`config.mk`:
```
export PLATFORM = sky130hd
export DESIGN_NAME = multicycle_ctrl
export DESIGN_NICKNAME = d
export VERILOG_FILES = /design/src/rtl/multicycle_ctrl.sv
export SDC_FILE = /design/constraint.sdc
export NUM_CORES = 1
export LEC_CHECK = 0
export BUFFER_PORTS_ARGS = -buffer_cell sky130_fd_sc_hd__buf_2
export CAP_MARGIN = 40
export CORE_MARGIN = 10
export CORE_UTILIZATION = 45
export DETAILED_ROUTE_END_ITERATION = 10
export PLACE_DENSITY = 0.73
export SETUP_SLACK_MARGIN = 0.3
export SYNTH_ARGS = -nofsm -noshare
export SYNTH_HDL_FRONTEND = slang
export SYNTH_SLANG_ARGS = --single-unit
```
`constraint.sdc`:
```
create_clock -name clk -period 2.48 [get_ports clk]
set_input_delay 0.496 -clock clk [delete_from_list [all_inputs] [get_ports clk]]
set_output_delay 0.496 -clock clk [all_outputs]
set_load 0.1 [all_outputs]
```
`src/rtl/multicycle_ctrl.sv`:
```
// Main control FSM for the multicycle RV32I core, with memory wait states and a retired-instruction counter.
// Optional jal support is compiled in when MULTICYCLE_CTRL_JAL_EN is defined.
module multicycle_ctrl #(
    parameter int RETIRE_W = 32
) (
    input  logic                clk,
    input  logic                reset,
    input  logic [6:0]          op,
    input  logic [2:0]          funct3,
    input  logic                funct7b5,
    input  logic                zero,
    input  logic                mem_ready,
    output logic                pc_write,
    output logic                adr_src,
    output logic                mem_write,
    output logic                ir_write,
    output logic                reg_write,
    output logic [1:0]          result_src,
    output logic [1:0]          alu_src_a,
    output logic [1:0]          alu_src_b,
    output logic [1:0]          imm_src,
    output logic [2:0]          alu_control,
    output logic                illegal_instr,
    output logic [RETIRE_W-1:0] retire_count
);

    localparam logic [3:0] S_FETCH    = 4'd0;
    localparam logic [3:0] S_DECODE   = 4'd1;
    localparam logic [3:0] S_MEMADR   = 4'd2;
    localparam logic [3:0] S_MEMREAD  = 4'd3;
    localparam logic [3:0] S_MEMWB    = 4'd4;
    localparam logic [3:0] S_MEMWRITE = 4'd5;
    localparam logic [3:0] S_EXECR    = 4'd6;
    localparam logic [3:0] S_EXECI    = 4'd7;
    localparam logic [3:0] S_ALUWB    = 4'd8;
    localparam logic [3:0] S_BEQ      = 4'd9;
`ifdef MULTICYCLE_CTRL_JAL_EN
    localparam logic [3:0] S_JAL      = 4'd10;
    localparam logic [6:0] OP_JAL     = 7'b1101111;
`endif

    localparam logic [6:0] OP_LW  = 7'b0000011;
    localparam logic [6:0] OP_SW  = 7'b0100011;
    localparam logic [6:0] OP_R   = 7'b0110011;
    localparam logic [6:0] OP_I   = 7'b0010011;
    localparam logic [6:0] OP_BEQ = 7'b1100011;

    localparam logic [2:0] ALU_ADD = 3'b000;
    localparam logic [2:0] ALU_SUB = 3'b001;
    localparam logic [2:0] ALU_AND = 3'b010;
    localparam logic [2:0] ALU_OR  = 3'b011;
    localparam logic [2:0] ALU_SLT = 3'b101;

    logic [3:0] state_reg;
    logic [3:0] state_next;
    logic [2:0] funct_alu;
    logic       retire_evt;

    always_ff @(posedge clk or posedge reset) begin
        if (reset)
            state_reg <= S_FETCH;
        else
            state_reg <= state_next;
    end

    always_comb begin
        state_next = S_FETCH;
        case (state_reg)
            S_FETCH:    state_next = mem_ready ? S_DECODE : S_FETCH;
            S_DECODE: begin
                case (op)
                    OP_LW, OP_SW: state_next = S_MEMADR;
                    OP_R:         state_next = S_EXECR;
                    OP_I:         state_next = S_EXECI;
                    OP_BEQ:       state_next = S_BEQ;
`ifdef MULTICYCLE_CTRL_JAL_EN
                    OP_JAL:       state_next = S_JAL;
`endif
                    default:      state_next = S_FETCH;
                endcase
            end
            S_MEMADR:   state_next = (op == OP_SW) ? S_MEMWRITE : S_MEMREAD;
            S_MEMREAD:  state_next = mem_ready ? S_MEMWB : S_MEMREAD;
            S_MEMWB:    state_next = S_FETCH;
            S_MEMWRITE: state_next = mem_ready ? S_FETCH : S_MEMWRITE;
            S_EXECR:    state_next = S_ALUWB;
            S_EXECI:    state_next = S_ALUWB;
            S_ALUWB:    state_next = S_FETCH;
            S_BEQ:      state_next = S_FETCH;
`ifdef MULTICYCLE_CTRL_JAL_EN
            S_JAL:      state_next = S_ALUWB;
`endif
            default:    state_next = S_FETCH;
        endcase
    end

    // funct3 values outside the supported set quietly fall back to add.
    always_comb begin
        funct_alu = ALU_ADD;
        case (funct3)
            3'b000:  funct_alu = (op[5] & funct7b5) ? ALU_SUB : ALU_ADD;
            3'b010:  funct_alu = ALU_SLT;
            3'b110:  funct_alu = ALU_OR;
            3'b111:  funct_alu = ALU_AND;
            default: funct_alu = ALU_ADD;
        endcase
    end

    always_comb begin
        pc_write      = 1'b0;
        adr_src       = 1'b0;
        mem_write     = 1'b0;
        ir_write      = 1'b0;
        reg_write     = 1'b0;
        result_src    = 2'b00;
        alu_src_a     = 2'b00;
        alu_src_b     = 2'b00;
        imm_src       = 2'b00;
        alu_control   = ALU_ADD;
        illegal_instr = 1'b0;
        case (state_reg)
            S_FETCH: begin
                alu_src_b  = 2'b10;
                result_src = 2'b10;
                ir_write   = mem_ready;
                pc_write   = mem_ready;
            end
            S_DECODE: begin
                alu_src_a = 2'b01;
                alu_src_b = 2'b01;
                case (op)
                    OP_LW, OP_R, OP_I: imm_src = 2'b00;
                    OP_SW:             imm_src = 2'b01;
                    OP_BEQ:            imm_src = 2'b10;
`ifdef MULTICYCLE_CTRL_JAL_EN
                    OP_JAL:            imm_src = 2'b11;
`endif
                    default:           illegal_instr = 1'b1;
                endcase
            end
            S_MEMADR: begin
                alu_src_a = 2'b10;
                alu_src_b = 2'b01;
                imm_src   = (op == OP_SW) ? 2'b01 : 2'b00;
            end
            S_MEMREAD:  adr_src = 1'b1;
            S_MEMWB: begin
                result_src = 2'b01;
                reg_write  = 1'b1;
            end
            S_MEMWRITE: begin
                adr_src   = 1'b1;
                mem_write = 1'b1;
            end
            S_EXECR: begin
                alu_src_a   = 2'b10;
                alu_control = funct_alu;
            end
            S_EXECI: begin
                alu_src_a   = 2'b10;
                alu_src_b   = 2'b01;
                alu_control = funct_alu;
            end
            S_ALUWB:    reg_write = 1'b1;
            S_BEQ: begin
                alu_src_a   = 2'b10;
                alu_control = ALU_SUB;
                pc_write    = zero;
            end
`ifdef MULTICYCLE_CTRL_JAL_EN
            S_JAL: begin
                alu_src_a = 2'b01;
                alu_src_b = 2'b10;
                pc_write  = 1'b1;
            end
`endif
            default: ;
        endcase
        // The state register is already FETCH during reset, but enables must not leak through mem_ready.
        if (reset) begin
            pc_write      = 1'b0;
            ir_write      = 1'b0;
            reg_write     = 1'b0;
            mem_write     = 1'b0;
            illegal_instr = 1'b0;
        end
    end

    assign retire_evt = (state_reg == S_MEMWB) ||
                        (state_reg == S_MEMWRITE && mem_ready) ||
                        (state_reg == S_ALUWB) ||
                        (state_reg == S_BEQ);

    always_ff @(posedge clk or posedge reset) begin
        if (reset)
            retire_count <= '0;
        else if (retire_evt)
            retire_count <= retire_count + RETIRE_W'(1);
    end

endmodule
```
Word level (Yosys, flattened, before mapping)
Cells that the tools add are included.
- mux-type cells: 27
- bitwise operators: 1
- add/subtract/negate cells: 1
- reductions and logical operators: 13
- eq/ne operators: 17
- operators by type and width (operator ; count):
    $add 32x1->32 const B ; 1
    $pmux 4 s6 ; 1
    $pmux 2 s2 ; 5
    $eq 4x3->1 const B ; 4
    $pmux 4 s4 ; 1
    $eq 7x6->1 const B ; 2
    $mux 1 ; 14
    $pmux 3 s4 ; 1
    $mux 3 ; 3
    $eq 4x2->1 const B ; 2
    $eq 4x4->1 const B ; 2
    $reduce_or 2->1 ; 4
    $eq 7x2->1 const B ; 1
    $eq 7x5->1 const B ; 1
    $eq 7x7->1 const B ; 1
    $eq 3x3->1 const B ; 2
    $pmux 3 s2 ; 1
    $reduce_or 5->1 ; 1
    $eq 4x1->1 const B ; 1
    $logic_not 4->1 ; 1
    $reduce_or 4->1 ; 1
    $eq 3x2->1 const B ; 1
    $logic_not 3->1 ; 1
    $logic_or 1x1->1 ; 3
    other kinds (4) ; 4
- logic and storage cells: 61
- output and inout port bits: 49
- input port bits: 15
- bits in registers: 36

Logic depth before layout (Yosys ltp)
Gate-level depths: netlist (run 1).
- word-level depth: 5
- gate-level depth with buffers: 6
- depth with buffers taken out: 5

Least setup slack after synthesis (run 1)
Ideal clock, no wire load.
- path kind: flip-flop to output port
- from: register state_reg[3]
- to: output reg_write
- path buffers: 0
- path slack: -3397 ps
- data arrival time: 5381 ps
- required time: 1984 ps
- stages on the path, launching flop included: 3
- cells stage by stage: dfrtp_1 > or2b_4 > a2111oi_0
- longest elaborated chain between the ends: 4
- elaborated cells between the ends (all ways): 5
- classes of those cells: eq/ne: 2; mux: 2; reduce/logical: 1
- RTL lines (what ; RTL line ; source):
    start: declaration ; 54 ; logic [3:0] state_reg;
    start signal: assignment ; 63 ; state_reg <= state_next;
    $eq 4x3->1 / $eq 4x4->1 (equally long branches) ; 121 ; case (state_reg)
    $reduce_or 2->1 (no line) * ; - ;
    $mux 1 * ; 121 ;
    $mux 1 * ; 180 ; if (reset) begin
    end: declaration ; 17 ; output logic reg_write,
Every way passes the cells marked *; elsewhere a longest branch is shown, timed or not.

Worst setup path in the final report (run 1)
Ends and elaborated chain as after synthesis.

==> results of run 1 <==
-- power by group --
part | internal, mW | switching [mW] | total (mW)
clock network | 0.298 | 0.220 | 0.518
logic | 0.494 | 1.11 | 1.60
registers | 0.643 | 0.0913 | 0.734
-- worst min-delay path, cell delays in order --
cell and delay (ns):
buf_2 0.18, inv_1 0.09, buf_4 0.40
-- worst paths after layout --
| check | depth (start not counted) | slack, ns | start | end |
|---|---|---|---|---|
| worst min-delay path | 3 | 0.44 | reset | retire_count[21] |
| worst max-delay path | 3 | 0.29 | state_reg[3] | reg_write |
| max in group asynchronous | 3 | 1.69 | reset | state_reg[0] |
| min in group clk | 1 | 0.48 | retire_count[31] | retire_count[31] |
| worst min register to register | 1 | 0.48 | retire_count[31] | retire_count[31] |
| worst max register to register | 6 | 0.46 | state_reg[3] | retire_count[30] |
-- cell type report --
class	count	area [um^2]	area share (%)
Inverter	7	26.3	0.866
Timing Repair Buffer	80	664	21.9
Clock buffer	5	68.8	2.27
Multi-Input combinational cell	149	1240	40.8
Sequential cell	36	931	30.7
Tap cell	50	62.6	2.06
Clock inverter	3	42.5	1.40
-- cell usage after synthesis (6+ instances only) --
| library cell | number | area, um^2 |
|---|---|---|
| and3_1 | 6 | 37.5 |
| dfrtp_1 | 36 | 901 |
| inv_1 | 7 | 26.3 |
| nand2_1 | 19 | 71.3 |
| nand3_1 | 13 | 65.1 |
| nand4_1 | 6 | 37.5 |
| nor2_1 | 13 | 48.8 |
| nor3_1 | 9 | 45.0 |
| xnor2_1 | 26 | 228 |
| xor2_1 | 8 | 70.1 |
-- cells by family (layout without fill, tap and decap cells) --
group | after synthesis | count (layout)
AO/OA/AOI/OAI | 19 | 19
XOR/XNOR | 34 | 34
adder cells (fa/ha/maj) | 1 | 1
buffers and inverters | 12 | 95
flip-flops | 36 | 36
multiplexers | 2 | 2
AND/OR/NAND/NOR | 93 | 93
-- timing repair --
action                                  in CTS  in global routing
hold buffers                                 0                  0
setup buffers                                8                  4
pin swaps                                    2                  2
resized for setup                            9                  6
cloned                                       0                  0
endpoints found under the setup margin      10                  9
-- placed cells by master (no fill, tap or decap), types with 2 or more instances in the layout --
cell and count:
buf_2 46, xnor2_1 26, dfrtp_2 18, nand2_1 17, buf_4 17, dfrtp_1 16, buf_12 14, nand3_1 12
nor2_1 9, xor2_1 8, inv_1 7, nand4_1 6, nor4_4 5, and3_1 5, nor3_4 5, clkbuf_8 5
nor3_1 3, and4_1 3, o21ai_0 3, nor2_4 3, a31oi_1 3, a21oi_1 3, nand4_2 2, or2b_4 2
and3_2 2, nor2_2 2, nand2_2 2, nor2b_1 2, a22oi_1 2, nand2b_4 2, clkbuf_4 2, dfrtp_4 2
-- layer usage --
metal / vias up / track usage, % / routed length (um)
met5: - / 0 / 0
met4: 0 / 4.94 / 99
met3: 10 / 5.20 / 384
met2: 54 / 24.3 / 2770
met1: 866 / 18.3 / 2370
li1: 858 / - / -
-- metrics by stage --
step	utilization [%]	power, mW	setup WS [ns]	cells
4_1_cts	72.9	2.81	0.309	326
3_3_place_gp	67.7	2.20	0.411	310
6_report	74.2	2.85	0.291	330
2_1_floorplan	-	1.89	-0.349	197
3_5_place_dp	67.7	2.21	0.386	310
5_1_grt	74.2	2.96	0.227	330
==> flow_summary.json, run 1 <==
{
  "ys_async_sr_fraction_pct": 100,
  "crit_fanout": 7,
  "synth-edff-count": 0,
  "drc": 0,
  "end_kind": "primary output",
  "clock_skew_ns": 0.0100,
  "max_slew_margin_pct": 67.3,
  "power_leakage_nw": 1.42,
  "ys_ff_latch": 36,
  "cts_buffers": 5,
  "synth_adder_area_share_pct": 0.642,
  "post-dp-hpwl_um": 4130,
  "placed_area_um2": 2770,
  "pin_count": 64,
  "die-area_um2": 7360,
  "drt_pass1_iterations": 4,
  "grt-ovfl-total": 0,
  "dieHeight_um": 85.8,
  "setup_viol": 0,
  "crit_type": "register to primary output",
  "grt_pass1_wl_um": 9180,
  "tns_ns": 0,
  "vias": 1788,
  "largest_reg_flops": 32,
  "fin_nets": 295,
  "synth_top_family_by_area": "simple AND/OR/NAND/NOR gates",
  "cts_tree": "yes",
  "place_congestion": 0.806,
  "rsz0062_at_grt": "true",
  "min_path_type": "input port to async pin",
  "syn_inst": 197,
  "area_growth_pct": 55.6,
  "maxSlewViolCount": 0,
  "num_rows": 23,
  "synthMuxAreaShare_pct": 1.09,
  "worst_pin_slew_ns": 0.494,
  "critPathArrivalTime_ns": 1.69,
  "initial_utilization_pct": 47.7,
  "clkTransAtPathRegs_ns": 0.08,
  "post_drt_wl_per_cell_um": 17.0,
  "hold-worst-slack_ns": 0.443,
  "drtIter0Drc": 97,
  "antenna_found_initial": 0,
  "drive_gt1_share_pct": 51.8,
  "synth_xor_area_share_pct": 15.3,
  "synth_cell_types": 41,
  "cellPowerDensity_nw_per_um2": 940,
  "clkSinkCount": 36,
  "synth-warning-count": 0,
  "avgSynthCellArea_um2": 9.90,
  "antenna_cells": 0,
  "path_delay_family": "flip-flops",
  "io_buffers": 63,
  "die_x_um": 85.8,
  "post-route-period-util_pct": 88.3,
  "start_kind": "register",
  "avgViaCountPerCell": 5.42,
  "synth_nets": 213,
  "clock_latency_ns": 0.29,
  "coreArea_um2": 4090,
  "crit_chain": "or2b_4 -> a2111oi_4 -> buf_12",
  "synth_compound_area_share_pct": 6.29,
  "fin_area_um2": 3030,
  "fmax_ghz": 0.457,
  "final.fill_count": 274,
  "clk_path_buf_depth": 2,
  "syn_area_um2": 1950,
  "wl_um": 5620,
  "synth-simple-area-share_pct": 28.1,
  "vdd_drop_max_mv": 0.926,
  "cts_root_buf": "clkbuf_8",
  "status": "complete, no violations",
  "hold_viol": 0,
  "h-tree-depth": 2,
  "cap_violations": 0,
  "crit_buf_inv": 1,
  "crit_required_ns": 1.98,
  "grt_max_degree": 37,
  "fin_crit_ns": 2.19,
  "crit_path_top_delay_cell": "dfrtp_2",
  "synth_seq_area_share_pct": 46.2,
  "critPathMaxStageDelay_ns": 0.46,
  "grt_pass1_vias": 1843,
  "ys.flop_type": "dfrtp_1",
  "drtAntennaViolNets": 0,
  "track_usage_pct": 15.1
}
Power figures use the tool's default switching activity.
==> run 2, diff against run 1 <==
--- a/config.mk
+++ b/config.mk
@@ -12,6 +12,7 @@
 export DETAILED_ROUTE_END_ITERATION = 10
 export PLACE_DENSITY = 0.73
 export SETUP_SLACK_MARGIN = 0.3
+export SLEW_MARGIN = 40
 export SYNTH_ARGS = -nofsm -noshare
 export SYNTH_HDL_FRONTEND = slang
 export SYNTH_SLANG_ARGS = --single-unit
==> constraint.sdc (replaced) <==
create_clock -name clk -period 2.14 [get_ports clk]
set_input_delay 0.428 -clock clk [delete_from_list [all_inputs] [get_ports clk]]
set_output_delay 0.428 -clock clk [all_outputs]
set_load 0.1 [all_outputs]
==> run 2 against run 1 <==
Effect of this change: the run now ends with negative setup slack left; routed wire length is 43% higher; non-clock buffer count up 25; hold slack got worse by 0.042 ns; cell count grew 7.6%; critical path depth is 2 higher; sequential share of layout area down 4.0 points; first-iteration DRC count shrank 21%; critical path type unchanged.
==> flow_summary.json, run 2 (synthesized netlist as in run 1, its figures left out) <==
{
  "status": "complete, but fails checks",
  "violations": "negative setup slack",
  "maxSlewViolCount": 0,
  "tns_ns": -0.0890,
  "die_x_um": 85.8,
  "cts_root_buf": "clkbuf_8",
  "grt-ovfl-total": 0,
  "hold_buffers": 0,
  "crit_type": "register to primary output",
  "p_int_mw": 1.91,
  "drt_pass1_iterations": 4,
  "hold_viol": 0,
  "num_rows": 23,
  "area_growth_pct": 85.1,
  "fin_nets": 320,
  "initial_utilization_pct": 47.7,
  "wl_um": 8020,
  "switching_share_pct": 50.0,
  "final_cell_mix": "buf_2 (46), buf_4 (22), buf_12 (19), xnor2_1 (17), buf_6 (17)",
  "final_common_cell": "buf_2",
  "pin_count": 64,
  "hold-worst-slack_ns": 0.401,
  "max_slew_margin_pct": 64.4,
  "final.fill_count": 168,
  "coreArea_um2": 4090,
  "clkSinkCount": 36,
  "h-tree-depth": 2,
  "grt_max_degree": 37,
  "grt_pass1_wl_um": 9800,
  "placed_area_um2": 2870,
  "dieHeight_um": 85.8,
  "cap_violations": 0,
  "clk_path_buf_depth": 2,
  "vdd_drop_max_mv": 1.37,
  "post-dp-hpwl_um": 4080,
  "track_usage_pct": 16.2,
  "switchingPower_mw": 1.91,
  "antenna_found_initial": 0,
  "drtAntennaViolNets": 0,
  "start_kind": "register",
  "power_leakage_nw": 1.71,
  "avgViaCountPerCell": 5.72,
  "crit_required_ns": 1.71,
  "die-area_um2": 7360,
  "antenna_cells": 0,
  "io_buffers": 63,
  "drc": 0,
  "setup_viol": 2,
  "end_kind": "primary output",
  "vias": 2032,
  "layout_setup_ws_ns": -0.0476,
  "grt_pass1_vias": 1919,
  "cts_tree": "yes",
  "largest_reg_flops": 32,
  "rsz0062_at_grt": "true",
  "fin_area_um2": 3610,
  "clock_skew_ns": 0.0120,
  "worst_pin_slew_ns": 0.530,
  "drive_gt1_share_pct": 66.6,
  "post-route-period-util_pct": 102,
  "fin_crit_ns": 2.19,
  "crit_fanout": 6,
  "post_drt_wl_per_cell_um": 22.6,
  "clock_latency_ns": 0.31,
  "fmax_ghz": 0.457,
  "drtIter0Drc": 77,
  "cts_buffers": 5,
  "min_path_type": "input port to async pin",
  "combinationalPowerShare_pct": 64.8,
  "pwr-share-seq_pct": 21.8,
  "critPathArrivalTime_ns": 1.76,
  "place_congestion": 0.821,
  "cellPowerDensity_nw_per_um2": 1060,
  "pwr-share-clk_pct": 13.4,
  "dp_slack_ns": 0.148,
  "clkTransAtPathRegs_ns": 0.08
}
run 2: changes by cell type in the layout (fill, tap and decap cells not counted), sizes merged:
| cell | before | now |
|---|---|---|
| buf | 78 | 104 |
| bufinv | 1 | 0 |
| clkbuf | 7 | 8 |
| clkinvlp | 1 | 0 |
run 2: path summary, 6_finish.rpt:
path                                  startpoint                to  slack, ns  cells past startpoint
worst max-delay path                state_reg[0]          pc_write      -0.05                      5
worst min-delay path                       reset  retire_count[26]       0.40                      3
worst max register to register      state_reg[0]  retire_count[28]       0.12                      8
worst min register to register  retire_count[31]  retire_count[31]       0.48                      1
max in group asynchronous                  reset  retire_count[13]       1.37                      3
min in group clk                retire_count[31]  retire_count[31]       0.48                      1
run 2: layout make-up:
class | count | area [um^2] | share of cell area [%]
clock buffers | 7 | 76.3 | 2.12
inverters | 7 | 28.8 | 0.798
flip-flops and latches | 36 | 962 | 26.7
clock inverters | 1 | 8.76 | 0.243
repair buffers | 105 | 992 | 27.5
well taps | 50 | 62.6 | 1.73
multi-input cells | 149 | 1480 | 41.0
run 2: layer usage:
metal	track usage (%)	part of all wire (%)	wire length [um]
met1	19.9	38	3060
met2	26.4	53	4290
met3	6.24	5.9	470
met4	3.29	2.5	200
met5	0	0	0
run 2: what timing repair did:
item | in CTS | in global routing
hold endpoints to repair | 0 | 0
gates resized for setup | 18 | 57
endpoints found under the setup margin | 31 | 40
cloned | 0 | 1
setup buffers | 14 | 20
pin swaps | 11 | 29
run 2: power groups by stage:
stage	Clock, mW	Sequential, mW	Combinational [mW]
3_5_place_dp	0	0.855	1.86
6_report	0.510	0.833	2.48
5_1_grt	0.537	0.841	2.55
3_3_place_gp	0	0.852	1.85
4_1_cts	0.488	0.820	2.06
2_1_floorplan	0	1.08	1.11
run 2: worst max-delay path: stages, from the launching register on:
cell and delay (ns):
dfrtp_2 0.45, buf_6 0.17, nor3b_2 0.17, a31oi_2 0.07, nor4_4 0.37, buf_12 0.22
run 2: per-stage QoR:
stage / total power, mW / instances / utilization [%]
4_1_cts: 3.36 / 334 / 77.4
2_1_floorplan: 2.19 / 197 / -
3_5_place_dp: 2.71 / 312 / 70.3
6_report: 3.82 / 355 / 88.3
5_1_grt: 3.93 / 355 / 88.3
3_3_place_gp: 2.70 / 312 / 70.3
==> run 3, diff against run 2 <==
--- a/config.mk
+++ b/config.mk
@@ -12,6 +12,7 @@
 export DETAILED_ROUTE_END_ITERATION = 10
 export PLACE_DENSITY = 0.73
 export SETUP_SLACK_MARGIN = 0.3
+export SKIP_CTS_REPAIR_TIMING = 1
 export SLEW_MARGIN = 40
 export SYNTH_ARGS = -nofsm -noshare
 export SYNTH_HDL_FRONTEND = slang
==> run 3 against run 2 <==
Effect of this change: the flow still finishes with violations (negative setup slack); worst setup slack lost 0.0013 ns; sequential share of layout area rose by 1.7 points; hold slack lost 0.0028 ns; global-route usage down 1.8 points; count of clock-buffer cells in the layout unchanged; cell count shrank 3.4%; clock skew shrank 0.0086 ns; first-iteration DRC count rose by 17%; die area unchanged; largest power group unchanged.
==> flow_summary.json, run 3 (synthesized netlist as in run 1, its figures left out) <==
{
  "drc": 0,
  "coreArea_um2": 4090,
  "pin_count": 64,
  "drt_pass1_iterations": 5,
  "hold_viol": 0,
  "cellPowerDensity_nw_per_um2": 1070,
  "crit_required_ns": 1.71,
  "h-tree-depth": 2,
  "clkSinkCount": 36,
  "worst_pin_slew_ns": 0.506,
  "dp.cells": 312,
  "wl_met3_um": 509,
  "drtAntennaViolNets": 0,
  "fin_cells": 343,
  "layout_setup_ws_ns": -0.0489,
  "start_kind": "register",
  "grt_pass1_vias": 1810,
  "cts_tree": "yes",
  "die_x_um": 85.8,
  "crit_type": "register to primary output",
  "r2r_slack_ns": 0.22,
  "maxSlewViolCount": 0,
  "antenna_found_initial": 0,
  "wl_um": 6720,
  "max_slew_margin_pct": 66.0,
  "highest_layer": "met4",
  "grt_pass1_wl_um": 8830,
  "final_cell_mix": "buf_2 (46), xnor2_1 (22), buf_12 (19), nand2_1 (18), dfrtp_2 (18)",
  "num_rows": 23,
  "min_path_type": "input port to async pin",
  "vias": 1928,
  "postLayoutCoreUtil_pct": 83.2,
  "vdd_drop_max_mv": 1.15,
  "fin_nets": 308,
  "place_congestion": 0.821,
  "final_common_cell": "buf_2",
  "cts_buffers": 5,
  "fmax_ghz": 0.457,
  "post_drt_wl_per_cell_um": 19.6,
  "final.fill_count": 214,
  "critPathArrivalTime_ns": 1.76,
  "die-area_um2": 7360,
  "largest_reg_flops": 32,
  "met1_length_um": 2710,
  "dieHeight_um": 85.8,
  "end_kind": "primary output",
  "setup_viol": 2,
  "avgViaCountPerCell": 5.62,
  "post-route-period-util_pct": 102,
  "antenna_cells": 0,
  "clk_path_buf_depth": 2,
  "initial_utilization_pct": 47.7,
  "clock_latency_ns": 0.30,
  "track_usage_pct": 14.4,
  "grt_max_degree": 37,
  "violations": "negative setup slack",
  "rsz0062_at_grt": "true",
  "power_leakage_nw": 1.54,
  "io_buffers": 63,
  "clock_skew_ns": 0.00342,
  "hold-worst-slack_ns": 0.398,
  "crit_fanout": 6,
  "clkTransAtPathRegs_ns": 0.08,
  "status": "complete, but fails checks",
  "area_growth_pct": 74.3,
  "fin_crit_ns": 2.19,
  "power.total_mw": 3.65,
  "cap_violations": 0,
  "post-dp-hpwl_um": 4080,
  "grt-ovfl-total": 0,
  "wl_met2_um": 3370,
  "cts_root_buf": "clkbuf_8",
  "drtIter0Drc": 90,
  "drive_gt1_share_pct": 59.7
}
run 3: changes by cell type in the layout (fill, tap and decap cells not counted), moves of 3 or more:
cell,change
buf_4,-7
buf_6,-5
nand2_1,+6
nand2_4,-3
xnor2_1,+5
xnor2_2,-5
run 3: worst max-delay path, cell delays in order, from the launching register on:
cell     delay [ns]
dfrtp_2        0.44
buf_6          0.16
nor3b_2        0.20
a31oi_2        0.08
nor4_4         0.36
buf_12         0.22
run 3: layer usage:
| metal | track usage, % | up-vias |
|---|---|---|
| li1 | - | 887 |
| met1 | 18.0 | 950 |
| met2 | 22.8 | 76 |
| met3 | 6.15 | 15 |
| met4 | 2.69 | 0 |
| met5 | 0 | - |
run 3: through the flow:
| stage | TNS (ns) | cell area [um^2] | setup slack, ns |
|---|---|---|---|
| after floorplan | -3.55 | 2230 | -0.621 |
| after global placement | 0 | 2870 | 0.207 |
| after detailed placement | 0 | 2870 | 0.148 |
| after CTS | -0.129 | 2960 | -0.0512 |
| after global routing | -0.241 | 3400 | -0.123 |
| final | -0.0866 | 3400 | -0.0489 |
run 3: path summary, 6_finish.rpt:
path / from / to / depth (start not counted)
min: reset / state_reg[0] / 3
min in group clk: retire_count[31] / retire_count[31] / 1
max in group asynchronous: reset / retire_count[7] / 3
min reg2reg: retire_count[31] / retire_count[31] / 1
max: state_reg[0] / pc_write / 5
max reg2reg: state_reg[1] / retire_count[31] / 7
run 3: cell type report:
class                      count  area [um^2]  share of cell area, %
clock buffer                   7         76.3                   2.25
clock inverter                 1         8.76                  0.258
inverter                       7         26.3                  0.773
multi-input combinational    149         1380                   40.5
sequential                    36          965                   28.4
tap                           50         62.6                   1.84
timing repair buffer          93          883                   26.0
run 3: report_power, final:
group          leakage (nW)  internal, mW  total [mW]  switching (mW)
registers             0.442         0.743       0.831          0.0876
logic                  1.06         0.862        2.32            1.46
clock network        0.0424         0.233       0.492           0.260
total                  1.54          1.84        3.65            1.81
